`config.mk`:
```
export PLATFORM = sky130hd
export DESIGN_NAME = computie_bus_arbiter
export DESIGN_NICKNAME = d
export VERILOG_FILES = /design/src/rtl/computie_bus_arbiter.sv
export SDC_FILE = /design/constraint.sdc
export NUM_CORES = 1
export LEC_CHECK = 0
export ABC_CLOCK_PERIOD_IN_PS = 2310
export CAP_MARGIN = 20
export CORE_MARGIN = 10
export CORE_UTILIZATION = 55
export DETAILED_ROUTE_END_ITERATION = 16
export GPL_ROUTABILITY_DRIVEN = 0
export PLACE_DENSITY = 0.78
export SLEW_MARGIN = 10
export SYNTH_ARGS = -nofsm -noshare
export SYNTH_HDL_FRONTEND = slang
export SYNTH_SLANG_ARGS = --single-unit
```
`constraint.sdc`:
```
create_clock -name clk -period 2.31 [get_ports clk]
set_input_delay 0.5775 -clock clk [delete_from_list [all_inputs] [get_ports clk]]
set_output_delay 0.5775 -clock clk [all_outputs]
set_load 0.01 [all_outputs]
```
`src/rtl/computie_bus_arbiter.sv`:
```
`default_nettype none
// ============================================================================
// Module   : computie_bus_arbiter
// Purpose  : Round-robin bus-mastership arbiter with a 68k-style
//            request / grant / grant-acknowledge handshake.
// Revision : 1.0
// ============================================================================
module computie_bus_arbiter #(
    parameter int NUM_MASTERS = 4,
    parameter int ACK_TIMEOUT = 15,
    parameter int OWNER_W     = $clog2(NUM_MASTERS)
) (
    input  logic                   clk,
    input  logic                   reset_n,
    input  logic [NUM_MASTERS-1:0] request_n,
    input  logic                   grant_ack_n,
    input  logic                   addr_strobe,
    output logic [NUM_MASTERS-1:0] grant_n,
    output logic [OWNER_W-1:0]     owner,
    output logic                   owner_valid,
    output logic                   bus_busy,
    output logic                   timeout_err
);

    typedef enum logic [1:0] {
        ST_IDLE    = 2'd0,
        ST_GRANT   = 2'd1,
        ST_OWNED   = 2'd2,
        ST_RELEASE = 2'd3
    } state_t;

    localparam logic [7:0]             c_timer_last = 8'(ACK_TIMEOUT - 1);
    localparam logic [NUM_MASTERS-1:0] c_no_grant   = '1;

    logic [NUM_MASTERS-1:0] r_req_meta, r_req_s;
    logic                   r_ack_meta, r_ack_s;
    logic                   r_as_meta,  r_as_s;

    state_t                 r_state, w_state_next;
    logic [NUM_MASTERS-1:0] r_grant_n, w_grant_n_next;
    logic [OWNER_W-1:0]     r_owner, w_owner_next;
    logic [OWNER_W-1:0]     r_last_owner, w_last_owner_next;
    logic [7:0]             r_timer, w_timer_next;
    logic                   r_owner_valid, r_bus_busy, r_timeout_err;
    logic                   w_timeout_next;

    logic [OWNER_W-1:0]     w_sel;
    logic                   w_any_req;

    function automatic logic [OWNER_W-1:0] rr_index(input logic [OWNER_W-1:0] base,
                                                    input int offset);
        int sum;
        sum = int'(base) + offset;
        if (sum >= NUM_MASTERS) begin
            sum = sum - NUM_MASTERS;
        end
        return OWNER_W'(sum);
    endfunction

    always_ff @(posedge clk or negedge reset_n) begin
        if (!reset_n) begin
            r_req_meta <= '1;
            r_req_s    <= '1;
            r_ack_meta <= 1'b1;
            r_ack_s    <= 1'b1;
            r_as_meta  <= 1'b1;
            r_as_s     <= 1'b1;
        end else begin
            r_req_meta <= request_n;
            r_req_s    <= r_req_meta;
            r_ack_meta <= grant_ack_n;
            r_ack_s    <= r_ack_meta;
            r_as_meta  <= addr_strobe;
            r_as_s     <= r_as_meta;
        end
    end

    // Scan from farthest to nearest offset so the nearest requester wins.
    always_comb begin
        w_sel     = '0;
        w_any_req = 1'b0;
        for (int i = NUM_MASTERS; i >= 1; i--) begin
            if (!r_req_s[rr_index(r_last_owner, i)]) begin
                w_sel     = rr_index(r_last_owner, i);
                w_any_req = 1'b1;
            end
        end
    end

    always_comb begin
        w_state_next      = r_state;
        w_grant_n_next    = r_grant_n;
        w_owner_next      = r_owner;
        w_last_owner_next = r_last_owner;
        w_timer_next      = r_timer;
        w_timeout_next    = 1'b0;

        case (r_state)
            ST_IDLE: begin
                w_grant_n_next = c_no_grant;
                if (w_any_req && r_as_s && r_ack_s) begin
                    w_owner_next   = w_sel;
                    w_grant_n_next = ~(NUM_MASTERS'(1) << w_sel);
                    w_timer_next   = 8'd0;
                    w_state_next   = ST_GRANT;
                end
            end
            ST_GRANT: begin
                // Acknowledge beats withdrawal beats timeout.
                if (!r_ack_s) begin
                    w_grant_n_next    = c_no_grant;
                    w_last_owner_next = r_owner;
                    w_state_next      = ST_OWNED;
                end else if (r_req_s[r_owner]) begin
                    w_grant_n_next = c_no_grant;
                    w_state_next   = ST_IDLE;
                end else if (r_timer == c_timer_last) begin
                    w_grant_n_next    = c_no_grant;
                    w_timeout_next    = 1'b1;
                    w_last_owner_next = r_owner;
                    w_state_next      = ST_IDLE;
                end else if (r_timer != 8'hFF) begin
                    w_timer_next = r_timer + 8'd1;
                end
            end
            ST_OWNED: begin
                w_grant_n_next = c_no_grant;
                if (r_ack_s) begin
                    w_state_next = ST_RELEASE;
                end
            end
            ST_RELEASE: begin
                w_grant_n_next = c_no_grant;
                if (r_as_s) begin
                    w_state_next = ST_IDLE;
                end
            end
            default: begin
                w_grant_n_next = c_no_grant;
                w_state_next   = ST_IDLE;
            end
        endcase
    end

    always_ff @(posedge clk or negedge reset_n) begin
        if (!reset_n) begin
            r_state       <= ST_IDLE;
            r_grant_n     <= c_no_grant;
            r_owner       <= '0;
            r_last_owner  <= OWNER_W'(NUM_MASTERS - 1);
            r_timer       <= 8'd0;
            r_owner_valid <= 1'b0;
            r_bus_busy    <= 1'b0;
            r_timeout_err <= 1'b0;
        end else begin
            r_state       <= w_state_next;
            r_grant_n     <= w_grant_n_next;
            r_owner       <= w_owner_next;
            r_last_owner  <= w_last_owner_next;
            r_timer       <= w_timer_next;
            r_owner_valid <= (w_state_next == ST_OWNED);
            r_bus_busy    <= (w_state_next != ST_IDLE);
            r_timeout_err <= w_timeout_next;
        end
    end

    assign grant_n     = r_grant_n;
    assign owner       = r_owner;
    assign owner_valid = r_owner_valid;
    assign bus_busy    = r_bus_busy;
    assign timeout_err = r_timeout_err;

endmodule
`default_nettype wire
```
Word level (Yosys, flattened, before mapping). Cells that the tools add are included.

Shifts and indexed selects: 1. Reduce and logical (&&, ||, !) cells: 9. Bitwise gates (word level): 1. $add $sub $neg: 9. Equal/unequal tests: 14. Multiplexer cells: 47. Order comparisons: 9.

Operators with widths (count): $mux 8 (5); $mux 2 (17); $mux 4 (4); $pmux 8 s2 (1); $lt 2x3->1 const B (5); $mux 1 (13); $ne 2x2->1 const B (6); $pmux 4 s3 (1); $bmux 1 s2 (5); $ge 3x3->1 const B (3); $add 8x1->8 const B (1); $eq 8x4->1 const B (1); $ne 8x8->1 const B (1); $pmux 2 s4 (1); $sub 2x1->2 const B (4); $add 2x2->3 const B (2); $eq 2x2->1 const B (3); $reduce_and 6->1 (1); $add 2x3->4 const B (1); $ge 4x3->1 const B (1); $ne 4x4->1 const B (1); $not 4->4 (1); $reduce_bool 2->1 (2); $shl 1x2->4 const A (1); other kinds (8) (9).

Register bits: 33. Word-level logic and storage cells: 104. Output and inout port bits: 9.

Longest topological paths before layout.
Depth in word-level cells: 14. Mapped depth: 6. Gate-level depth less buffers: 6.

Least setup slack after synthesis. No wires, ideal clock.

Kind: reg-to-reg. From: register r_timer[4]. To: register r_last_owner[1]. Data required time: 2.225 ns. Arrival time: 1.788 ns. Cell stages (with the launch flop): 5. Period minus slack after synthesis: 1.872 ns. Setup slack: 0.438 ns. Cell sequence: dfrtp_1 or4_4 or3_1 a21oi_2 mux2_1.

Longest elaborated chain between the ends: 3.

RTL lines: start, declared (RTL line 43) `logic [7:0] r_timer, w_timer_next;`; start signal, assigned (RTL line 160) `r_timer <= w_timer_next;`; $eq 8x4->1 (RTL line 117) `end else if (r_timer == c_timer_last) begin`; $ne 2x1->1 (no source line); $reduce_and 3->1 (no source line); end signal, assigned (RTL line 150) `r_last_owner <= OWNER_W'(NUM_MASTERS - 1);`; end signal, assigned (RTL line 159) `r_last_owner <= w_last_owner_next;`; end, declared (RTL line 42) `logic [OWNER_W-1:0] r_last_owner, w_last_owner_next;`.

No other way between the ends. A chain may end at the register's enable or synchronous reset.

Worst setup path in the final report.
From: register r_owner[1] (netlist: owner[1]). To: output owner[1].

RTL lines: start, declared (RTL line 41) `logic [OWNER_W-1:0] r_owner, w_owner_next;`; start signal, assigned (RTL line 158) `r_owner <= w_owner_next;`; end, declared (RTL line 19) `output logic [OWNER_W-1:0] owner,`.

No word-level cell between the ends.

==> Flow_metrics.wiki <==
{| class="wikitable"
! Metric !! Value
|-
| Maximum ir drop on the vdd rail || 0.000771 V
|-
| Count of final max-slew check failures || 0
|-
| Flip-flop and latch area || 848 sq um
|-
| Overall track demand over capacity in global routing || 13.8%
|-
| Remaining design rule violation count || 0
|-
| Clk Latency, worst-skew pair || 0.35 ns
|-
| Post-cts gate resize count || 0
|-
| Crit share post-route || 88.7%
|-
| Clock sink count || 33
|-
| Number of distinct standard cells referenced by the synthesized netlist || 49
|-
| Number of setup buffers added after CTS || 0
|-
| Hold Path Class || flop to flop
|-
| CP Cell Sequence || clkdlybuf4s50_1
|-
| Global-route wire length before repair || 5780 um
|-
| Final routed wirelength across all metal layers || 3300 um
|-
| Area share of the leading cell type in the synthesized netlist || 30.1%
|-
| Net switching fraction of the power || 32.1%
|-
| Detail-routed net length per standard cell || 17.1 um
|-
| Total number of yosys warnings || 0
|-
| Total number of H-tree levels || 2
|-
| First DRT Iteration DRCs || 89
|-
| CTS tree || built
|-
| Final hold violation count || 0
|-
| Number of inserted filler cells in the final layout || 201
|-
| Final nets || 171
|-
| Total vias in the final route || 1194
|-
| Core ar. || 0.00273 sq mm
|-
| Startpoint class of the critical path || flop
|-
| Peak clock frequency supported by timing || 0.488 GHz
|-
| Most frequent standard cell in the layout excluding fill and tap cells || sky130_fd_sc_hd__dfstp_2
|-
| Slew headroom || 56.9%
|-
| Number of optimization iterations in the first detailed-route pass || 4
|-
| Comb power frac || 27.9%
|-
| Setup crit end kind || primary output
|-
| Die extent in x || 73.4 um
|-
| Height of the die || 73.4 um
|-
| Number of placed I/O pins || 17
|-
| Largest cells by area after synthesis || sky130_fd_sc_hd__dfstp_2 (30%), sky130_fd_sc_hd__dfrtp_1 (24%), sky130_fd_sc_hd__a31oi_1 (3.2%)
|-
| Transition time at the pin with the least slew margin || 0.643 ns
|-
| Leakage component of the power || 0.741 nW
|-
| Result of the run || completed
|-
| Library cell used as clock root buffer || sky130_fd_sc_hd__clkbuf_4
|-
| Standard cell with the maximum stage delay on the critical path || sky130_fd_sc_hd__clkdlybuf4s50_1
|-
| Footprint of the multi-input gates || 686 sq um
|-
| Cell taking the most area after synthesis || sky130_fd_sc_hd__dfstp_2
|-
| Number of enable flip-flop cells after synthesis || 0
|-
| Post-synthesis sequential element count || 33
|-
| Average cell area after synthesis || 11.1 sq um
|-
| Antenna-violating nets left || 0
|-
| Layout Area Growth over Synthesis || 17.5%
|-
| Buffers added on ports || 16
|-
| Initial core utilization || 57.4%
|-
| Clock Pin Slew Worst Setup and Hold Paths || 0.09 ns
|-
| Maximum clock path buffer count || 2
|-
| Fraction of final layout cells with drive strength greater than 1 || 20.4%
|-
| Crit path largest cell delay || 0.61 ns
|-
| Leading cell types in the layout, fill and taps excluded || sky130_fd_sc_hd__dfstp_2 (18), sky130_fd_sc_hd__clkdlybuf4s50_1 (16), sky130_fd_sc_hd__dfrtp_1 (15)
|-
| Post-layout minimum cycle time || 2.05 ns
|-
| Sequential Power Share || 46.7%
|-
| Category of the most critical setup path || flop to primary output
|-
| Power density cells || 971 mW/mm^2
|-
| Placement row count || 19
|-
| Number of antenna violations at the first check in global routing || 0
|-
| HPWL Detailed || 2340 um
|-
| Syn_nets || 151
|-
| Die footprint || 0.00539 sq mm
|-
| Maxcap violations || 0
|-
| Maximum number of pins on one net before global-route repair || 34
|-
| Critical path buffers and inverters || 1
|-
| Fin util || 67.5%
|-
| Post-detailed-route via-to-cell ratio || 6.19
|-
| Highest fanout seen on the critical path || 7
|-
| Cell Count Post-Placement || 185
|-
| Number of buffers created by CTS || 5
|-
| Fin Setup TNS || 0 ns
|-
| Total overflow reported by the global router || 0
|-
| Switching pwr || 575 uW
|-
| Clock network fraction of design power || 25.4%
|-
| Number of buffers inserted by hold repair at cts || 0
|-
| Worst EP arrival || 1.47 ns
|-
| Internal power || 1.22 mW
|-
| Number of antenna repair diodes || 0
|-
| Fraction of synthesis flops using an asynchronous set or reset pin || 100%
|-
| Number of failing setup endpoints in the final timing report || 0
|-
| Vias in the first global route || 1175
|-
| Unrepaired setup endpoints after global routing || false
|-
| Setup Skew || 0.0138 ns
|-
| Kind of cell adding the most delay to the critical path || buffers and inverters
|-
| Post-synthesis cell area || 0.00157 sq mm
|-
| Sequential area share after synthesis || 54.1%
|-
| Final non-filler cell total || 193
|-
| Worst EP required || 1.73 ns
|-
| Gate count after technology mapping || 141
|-
| Predominant post-synthesis flop cell || sky130_fd_sc_hd__dfstp_2
|}
==> kinds of logic after synthesis <==
| family | Yosys count | share of synthesized area [%] |
|---|---|---|
| AO/OA/AOI/OAI | 47 | 21.8 |
| adder cells (fa/ha/maj) | 2 | 1.59 |
| buffers and inverters | 9 | 2.23 |
| flip-flops | 33 | 54.1 |
| multiplexers | 6 | 4.86 |
| AND/OR/NAND/NOR | 44 | 15.5 |
==> sequential cells by signal, summed over array words and instances (netlist names) <==
name	count
r_timer	8
grant_n	4
r_req_meta	4
r_req_s	4
owner	2
r_last_owner	2
r_state	2
bus_busy	1
owner_valid	1
r_ack_meta	1
r_ack_s	1
r_as_meta	1
r_as_s	1
timeout_err	1
==> path summary, 6_finish.rpt <==
kind	from	to	slack (ns)	cells past startpoint
setup reg to reg	r_state[1]	r_timer[4]	0.29	4
hold reg to reg	r_req_meta[0]	r_req_s[0]	0.36	0
max in group asynchronous	reset_n	r_req_meta[2]	1.37	2
setup / recovery	owner[1]	owner[1]	0.26	1
hold / removal	r_req_meta[0]	r_req_s[0]	0.36	0
min in group asynchronous	reset_n	r_timer[3]	0.60	2
==> power by group through the flow <==
stage	registers [mW]	logic, mW	clock network [mW]
6_report	0.837	0.500	0.455
5_1_grt	0.857	0.561	0.496
4_1_cts	0.835	0.502	0.460
3_5_place_dp	0.842	0.497	0
3_3_place_gp	0.833	0.489	0
2_1_floorplan	0.798	0.354	0
==> synth_stat cells (all sizes together) (3+ instances only) <==
cell type  instances
a21oi              6
a21o               4
nand2b             3
a41oi              3
clkbuf             3
and3               3
o21ai              5
dfrtp             15
mux2               3
a221oi             3
dfstp             18
nand2              8
a31oi              8
nand3              6
nor2               7
nor2b              4
inv                5
==> metrics by stage <==
| step | setup slack (ns) | power (mW) | hold slack, ns | instance area [sq um] |
|---|---|---|---|---|
| final | 0.262 | 1.79 | 0.360 | 1840 |
| after detailed placement | 0.338 | 1.34 | 0.347 | 1760 |
| after floorplan | 0.438 | 1.15 | 0.282 | 1570 |
| after CTS | 0.257 | 1.80 | 0.362 | 1840 |
| after global routing | 0.167 | 1.91 | 0.367 | 1840 |
| after global placement | 0.412 | 1.32 | 0.345 | 1760 |
==> layer usage <==
| metal | routed length (um) | up-vias | GRT usage, % |
|---|---|---|---|
| met1 | 1460 | 574 | 17.7 |
| met2 | 1540 | 32 | 19.4 |
| met3 | 229 | 9 | 5.11 |
| met5 | 0 | - | 0 |
| li1 | - | 579 | - |
| met4 | 69 | 0 | 8.07 |
==> layout make-up <==
cell class / instances / share of cell area (%)
Multi-Input combinational cell: 99 / 37.2
Clock buffer: 7 / 2.99
Clock inverter: 1 / 1.63
Tap cell: 31 / 2.10
Sequential cell: 33 / 46.0
Inverter: 5 / 1.02
Timing Repair Buffer: 17 / 9.09
No activity file was read; power rests on OpenSTA's default activity.
